File: src/rtl/scv_vram_arb_pkg.sv
// Shared types and sizes for the VRAM port-2 arbiter.
package scv_vram_arb_pkg;
    typedef enum logic [1:0] {VA_IDLE, VA_ISSUE, VA_HOLD} vram_arb_state_t;
    localparam int VRAM_AW = 12;
    localparam int VRAM_DW = 8;
endpackage

File: src/rtl/scv_rr_pick.sv
// Combinational round-robin picker with an optional sticky (locked) winner.
module scv_rr_pick #(
    parameter int N  = 3,
    parameter int IW = $clog2(N)
) (
    input  logic [N-1:0]  req,
    input  logic [IW-1:0] ptr,
    input  logic          lock_valid,
    input  logic [IW-1:0] last,
    output logic [IW-1:0] grant,
    output logic          any
);
    always_comb begin
        int  idx;
        logic found;
        grant = ptr;
        any   = |req;
        found = 1'b0;
        idx   = 0;
        if (lock_valid && req[last]) begin
            grant = last;
            found = 1'b1;
        end
        for (int k = 0; k < N; k++) begin
            idx = int'(ptr) + k;
            if (idx >= N) idx = idx - N;
            if (!found && req[idx]) begin
                grant = IW'(idx);
                found = 1'b1;
            end
        end
    end
endmodule

File: src/rtl/scv_vram_arb.sv
// Round-robin arbiter sharing dpram port 2 between NREQ requesters.
// Write: IDLE->ISSUE; read: IDLE->ISSUE->HOLD, RDATA/RVALID one cycle later.
module scv_vram_arb
    import scv_vram_arb_pkg::*;
#(
    parameter int NREQ = 3,
    parameter int AW   = VRAM_AW,
    parameter int DW   = VRAM_DW
) (
    input  logic               CLK,
    input  logic               RESB,
    input  logic [NREQ-1:0]    REQ,
    input  logic [NREQ-1:0]    LOCK,
    input  logic [NREQ-1:0]    WE,
    input  logic [NREQ*AW-1:0] ADDR,
    input  logic [NREQ*DW-1:0] WDATA,
    output logic [NREQ-1:0]    ACK,
    output logic [NREQ-1:0]    RVALID,
    output logic [DW-1:0]      RDATA,
    output logic [AW-1:0]      A2,
    output logic [DW-1:0]      DI2,
    output logic               nCE2,
    output logic               nWE2,
    output logic               nOE2,
    input  logic [DW-1:0]      DO2
);
    localparam int IW = $clog2(NREQ);

    vram_arb_state_t state;
    logic [IW-1:0]   ptr;
    logic [IW-1:0]   last;
    logic            granted;
    logic            lat_we;
    logic [IW-1:0]   pick;
    logic            pick_any;

    // Lock only honours a requester that actually held the previous grant.
    scv_rr_pick #(.N(NREQ), .IW(IW)) u_pick (
        .req        (REQ),
        .ptr        (ptr),
        .lock_valid (granted && LOCK[last]),
        .last       (last),
        .grant      (pick),
        .any        (pick_any)
    );

    always_ff @(posedge CLK or negedge RESB) begin
        if (!RESB) begin
            state   <= VA_IDLE;
            ptr     <= '0;
            last    <= '0;
            granted <= 1'b0;
            lat_we  <= 1'b0;
            A2      <= '0;
            DI2     <= '0;
            nCE2    <= 1'b1;
            nWE2    <= 1'b1;
            nOE2    <= 1'b1;
            ACK     <= '0;
            RVALID  <= '0;
            RDATA   <= '0;
        end else begin
            ACK    <= '0;
            RVALID <= '0;
            case (state)
                VA_IDLE: if (pick_any) begin
                    state     <= VA_ISSUE;
                    last      <= pick;
                    granted   <= 1'b1;
                    ptr       <= (pick == IW'(NREQ - 1)) ? '0 : pick + 1'b1;
                    lat_we    <= WE[pick];
                    A2        <= ADDR[pick*AW +: AW];
                    DI2       <= WDATA[pick*DW +: DW];
                    nCE2      <= 1'b0;
                    nWE2      <= ~WE[pick];
                    nOE2      <= WE[pick];
                    ACK[pick] <= 1'b1;
                end
                VA_ISSUE: begin
                    if (lat_we) begin
                        state <= VA_IDLE;
                        nCE2  <= 1'b1;
                        nWE2  <= 1'b1;
                    end else begin
                        state <= VA_HOLD;
                    end
                end
                VA_HOLD: begin
                    // dpram registered DO2 on the ISSUE edge; it is stable here.
                    RDATA        <= DO2;
                    RVALID[last] <= 1'b1;
                    nCE2         <= 1'b1;
                    nOE2         <= 1'b1;
                    state        <= VA_IDLE;
                end
                default: state <= VA_IDLE;
            endcase
        end
    end
endmodule

File: config.mk
export PLATFORM = sky130hd
export DESIGN_NAME = scv_vram_arb
export DESIGN_NICKNAME = d
export VERILOG_FILES = /design/src/rtl/scv_vram_arb_pkg.sv /design/src/rtl/scv_rr_pick.sv /design/src/rtl/scv_vram_arb.sv
export SDC_FILE = /design/constraint.sdc
export NUM_CORES = 1
export LEC_CHECK = 0
export BUFFER_PORTS_ARGS = -buffer_cell sky130_fd_sc_hd__buf_2
export CORE_ASPECT_RATIO = 0.7
export CORE_MARGIN = 10
export CORE_UTILIZATION = 51
export CTS_CLUSTER_DIAMETER = 100
export DETAILED_ROUTE_END_ITERATION = 12
export PLACE_DENSITY_LB_ADDON = 0.15
export SETUP_SLACK_MARGIN = 0.1
export SYNTH_ARGS = -nofsm -noshare
export SYNTH_HDL_FRONTEND = slang
export SYNTH_SLANG_ARGS = --single-unit
File: constraint.sdc
create_clock -name CLK -period 6.9 [get_ports CLK]
set_input_delay 2.07 -clock CLK [delete_from_list [all_inputs] [get_ports CLK]]
set_output_delay 2.07 -clock CLK [all_outputs]
set_load 0.02 [all_outputs]
==> qor.json <==
{
  "cts-root-to-sink-buffers": 2,
  "synth.top_cell.area_share": 0.394,
  "floorplan.die.height_um": 80.5,
  "ys.warnings.count": 0,
  "gr-total-overflow": 0,
  "clock_tree_from_tritoncts": "yes",
  "insertedDiodeCount": 0,
  "critPathCaptureType": "flip-flop",
  "post-route-period-util": 0.601,
  "worst_ep_required_time_ps": 7090,
  "design.core.area_sq_um": 4910,
  "synth_cells": 259,
  "register_to_register_setup_slack_ps": 3630,
  "final_nets": 449,
  "min_path_type": "flip-flop to flip-flop",
  "ys_seq_area_frac": 0.424,
  "synth.area.top_cells": "dfrtp_1 (39%), mux2i_1 (8.6%), a311o_1 (7.5%)",
  "setup.worst_path.start_class": "primary input",
  "synth-compound-area-share": 0.174,
  "totalWireLength_um": 7510,
  "drtAntennaViolNets": 0,
  "synth_fa_ha_area_frac": 0.0328,
  "postSynth.asyncResetShare": 1.00,
  "hold_buffers": 0,
  "fp-row-count": 21,
  "ios": 116,
  "fillerInstances": 433,
  "hpwlAfterDp_um": 5720,
  "postCtsResizedCells": 0,
  "cts_setup_buffers": 0,
  "maxcap_viol_count": 0,
  "detail_route.iter0.violations": 97,
  "min_from": "lat_we",
  "area_growth_pct": 24.9,
  "synth_seq_cells": 45,
  "rr_worst_depth": 9,
  "power.leakage_nw": 1.66,
  "timing.hold.worst_endpoint": "lat_we",
  "antenna_found_initial": 0,
  "cts_made_buffers": 5,
  "grt_max_degree": 46,
  "mappedNetlistNets": 345,
  "run_status": "complete, no violations",
  "final.setup.tns_ps": 0,
  "worst-path-max-fanout": 24,
  "grt_setup_unrepaired": "false",
  "grt_pass1_vias": 2501,
  "finalCriticalPeriod_ps": 4150,
  "ys_dominant_reg_cell": "dfrtp_1",
  "synth_top_family_by_area": "simple AND/OR/NAND/NOR gates",
  "total_power_density_per_cell_area_nw_per_um2": 505,
  "wire_length_of_the_first_global_routing_pass_um": 12200,
  "clock.fmax_mhz": 241,
  "fin_worst_skew_ps": 6.81,
  "tritoncts_num_sinks": 45,
  "post_synth_instance_area_sq_um": 2670,
  "most_numerous_cell_types_in_the_synthesized_netlist": "dfrtp_1 (42), nor2_1 (36), mux2i_1 (23)",
  "post-synth-top-count-cell": "dfrtp_1",
  "worst_ir_drop_vdd_mv": 0.264,
  "initial_utilization": 0.543,
  "die-area_sq_um": 8570,
  "synthMuxAreaShare": 0.135,
  "io_buffer_count": 115,
  "final_cell_area_sq_um": 3330,
  "post_synth_xor_area_fraction": 0,
  "critPathArrivalTime_ps": 4330,
  "worst_slew_margin_rel": 0.324,
  "gp_congestion": 0.904,
  "count_of_flip_flops_with_a_built_in_enable_after_synthesis": 0,
  "htree_levels": 2,
  "cts.reportedPaths.clkPinSlew_ps": 90,
  "clockRootBuffer": "clkbuf_8",
  "drcViolationCount": 0,
  "synth.avg_cell_area_sq_um": 10.3,
  "timing.rr.start": "ptr[0]",
  "worst-setup-path-type": "primary input to flip-flop",
  "tightest_slew_ps": 1010,
  "wire_per_inst_um": 17.4,
  "final-setup-viol-count": 0,
  "share_of_post_route_cells_with_drive_strength_above_1": 0.409,
  "timing_max_transition_violations_final": 0,
  "placed_area_sq_um": 3240,
  "yosysTopAreaCell": "dfrtp_1",
  "netlist-cell-type-count": 49,
  "reg2reg_to": "A2[11]",
  "vias_per_cell": 5.42,
  "hold_violations": 0,
  "first_pass_iters": 5,
  "die_width_um": 106,
  "clk-insertion-delay-late_ps": 300,
  "synth_simple_gate_area_share": 0.184,
  "overall_global_routing_usage": 0.173,
  "post-route-util": 0.678,
  "min_path_cells": 2,
  "routed_vias": 2347
}
## registers in the layout, indices dropped and copies added (netlist names)
register  cells
state         2
ACK           3
RVALID        3
nCE2          1
ptr           2
lat_we        1
last          2
DI2           8
nOE2          1
granted       1
RDATA         8
A2           12
nWE2          1
## worst max-delay path: stages
cell and delay [ps]:
buf_2 170, nand2b_1 200, o21ai_0 190, a2bb2oi_2 160, o2111a_2 190, o311ai_4 860, nor2_1 130, a311o_1 350
## worst max-delay path by stage
stage,start,end,slack (ps),depth (start not counted)
after detailed placement,REQ[2],A2[0],2430,8
after global routing,REQ[2],DI2[5],2540,8
after floorplan,REQ[1],A2[1],2850,9
after global placement,REQ[2],A2[0],2450,8
final,REQ[2],A2[11],2750,8
after CTS,REQ[2],A2[0],2760,8
## through the flow
stage	worst slack (ps)	hold WS (ps)	total power [W]	std cells
6_report	2750	500	0.00168	433
5_1_grt	2540	525	0.00181	433
4_1_cts	2760	497	0.00169	433
3_5_place_dp	2430	477	0.00152	425
3_3_place_gp	2450	467	0.00150	425
2_1_floorplan	2850	447	0.00126	259
## layout make-up
| type | instances | area, sq um | area share |
|---|---|---|---|
| sequential | 45 | 1130 | 0.339 |
| inverter | 8 | 30.0 | 0.00902 |
| clock buffer | 5 | 68.8 | 0.0207 |
| timing repair buffer | 116 | 583 | 0.175 |
| multi-input combinational | 187 | 1410 | 0.424 |
| clock inverter | 3 | 21.3 | 0.00639 |
| tap | 69 | 86.3 | 0.0259 |
## cells in the final DEF, fill, tap and decap left out, types with 2 or more instances in the layout
master	count
buf_2	115
dfrtp_1	42
nor2_1	36
mux2i_1	23
and2_1	22
a311o_1	20
nand2_1	14
mux2_2	9
inv_1	7
nand2b_1	7
ha_1	7
o21ai_0	6
a21oi_1	5
clkbuf_8	5
nand3b_1	3
o22ai_1	3
dfstp_2	3
o32ai_1	2
and3b_1	2
nor3_1	2
## routing by layer
layer,vias to the layer above,GRT usage,wire length (um)
met5,-,0,0
met4,0,0.0445,97
met3,10,0.0750,740
met2,90,0.275,3480
met1,1109,0.212,3190
li1,1138,-,-
## cells by family (layout without fill, tap and decap cells)
kind of cell	count (synthesis)	count (layout)
AND/OR/NAND/NOR	95	95
AO/OA/AOI/OAI	51	51
flip-flops	45	45
multiplexers	34	34
buffers and inverters	27	132
adder cells (fa/ha/maj)	7	7
## power by group
group	leakage, nW	total (W)	switching (W)	internal [W]
clock	0.0445	0.000167	0.0000952	0.0000719
sequential	0.552	0.000450	0.0000607	0.000390
combinational	1.06	0.00106	0.000620	0.000444
Note: power is estimated with default switching activity, not from simulation.
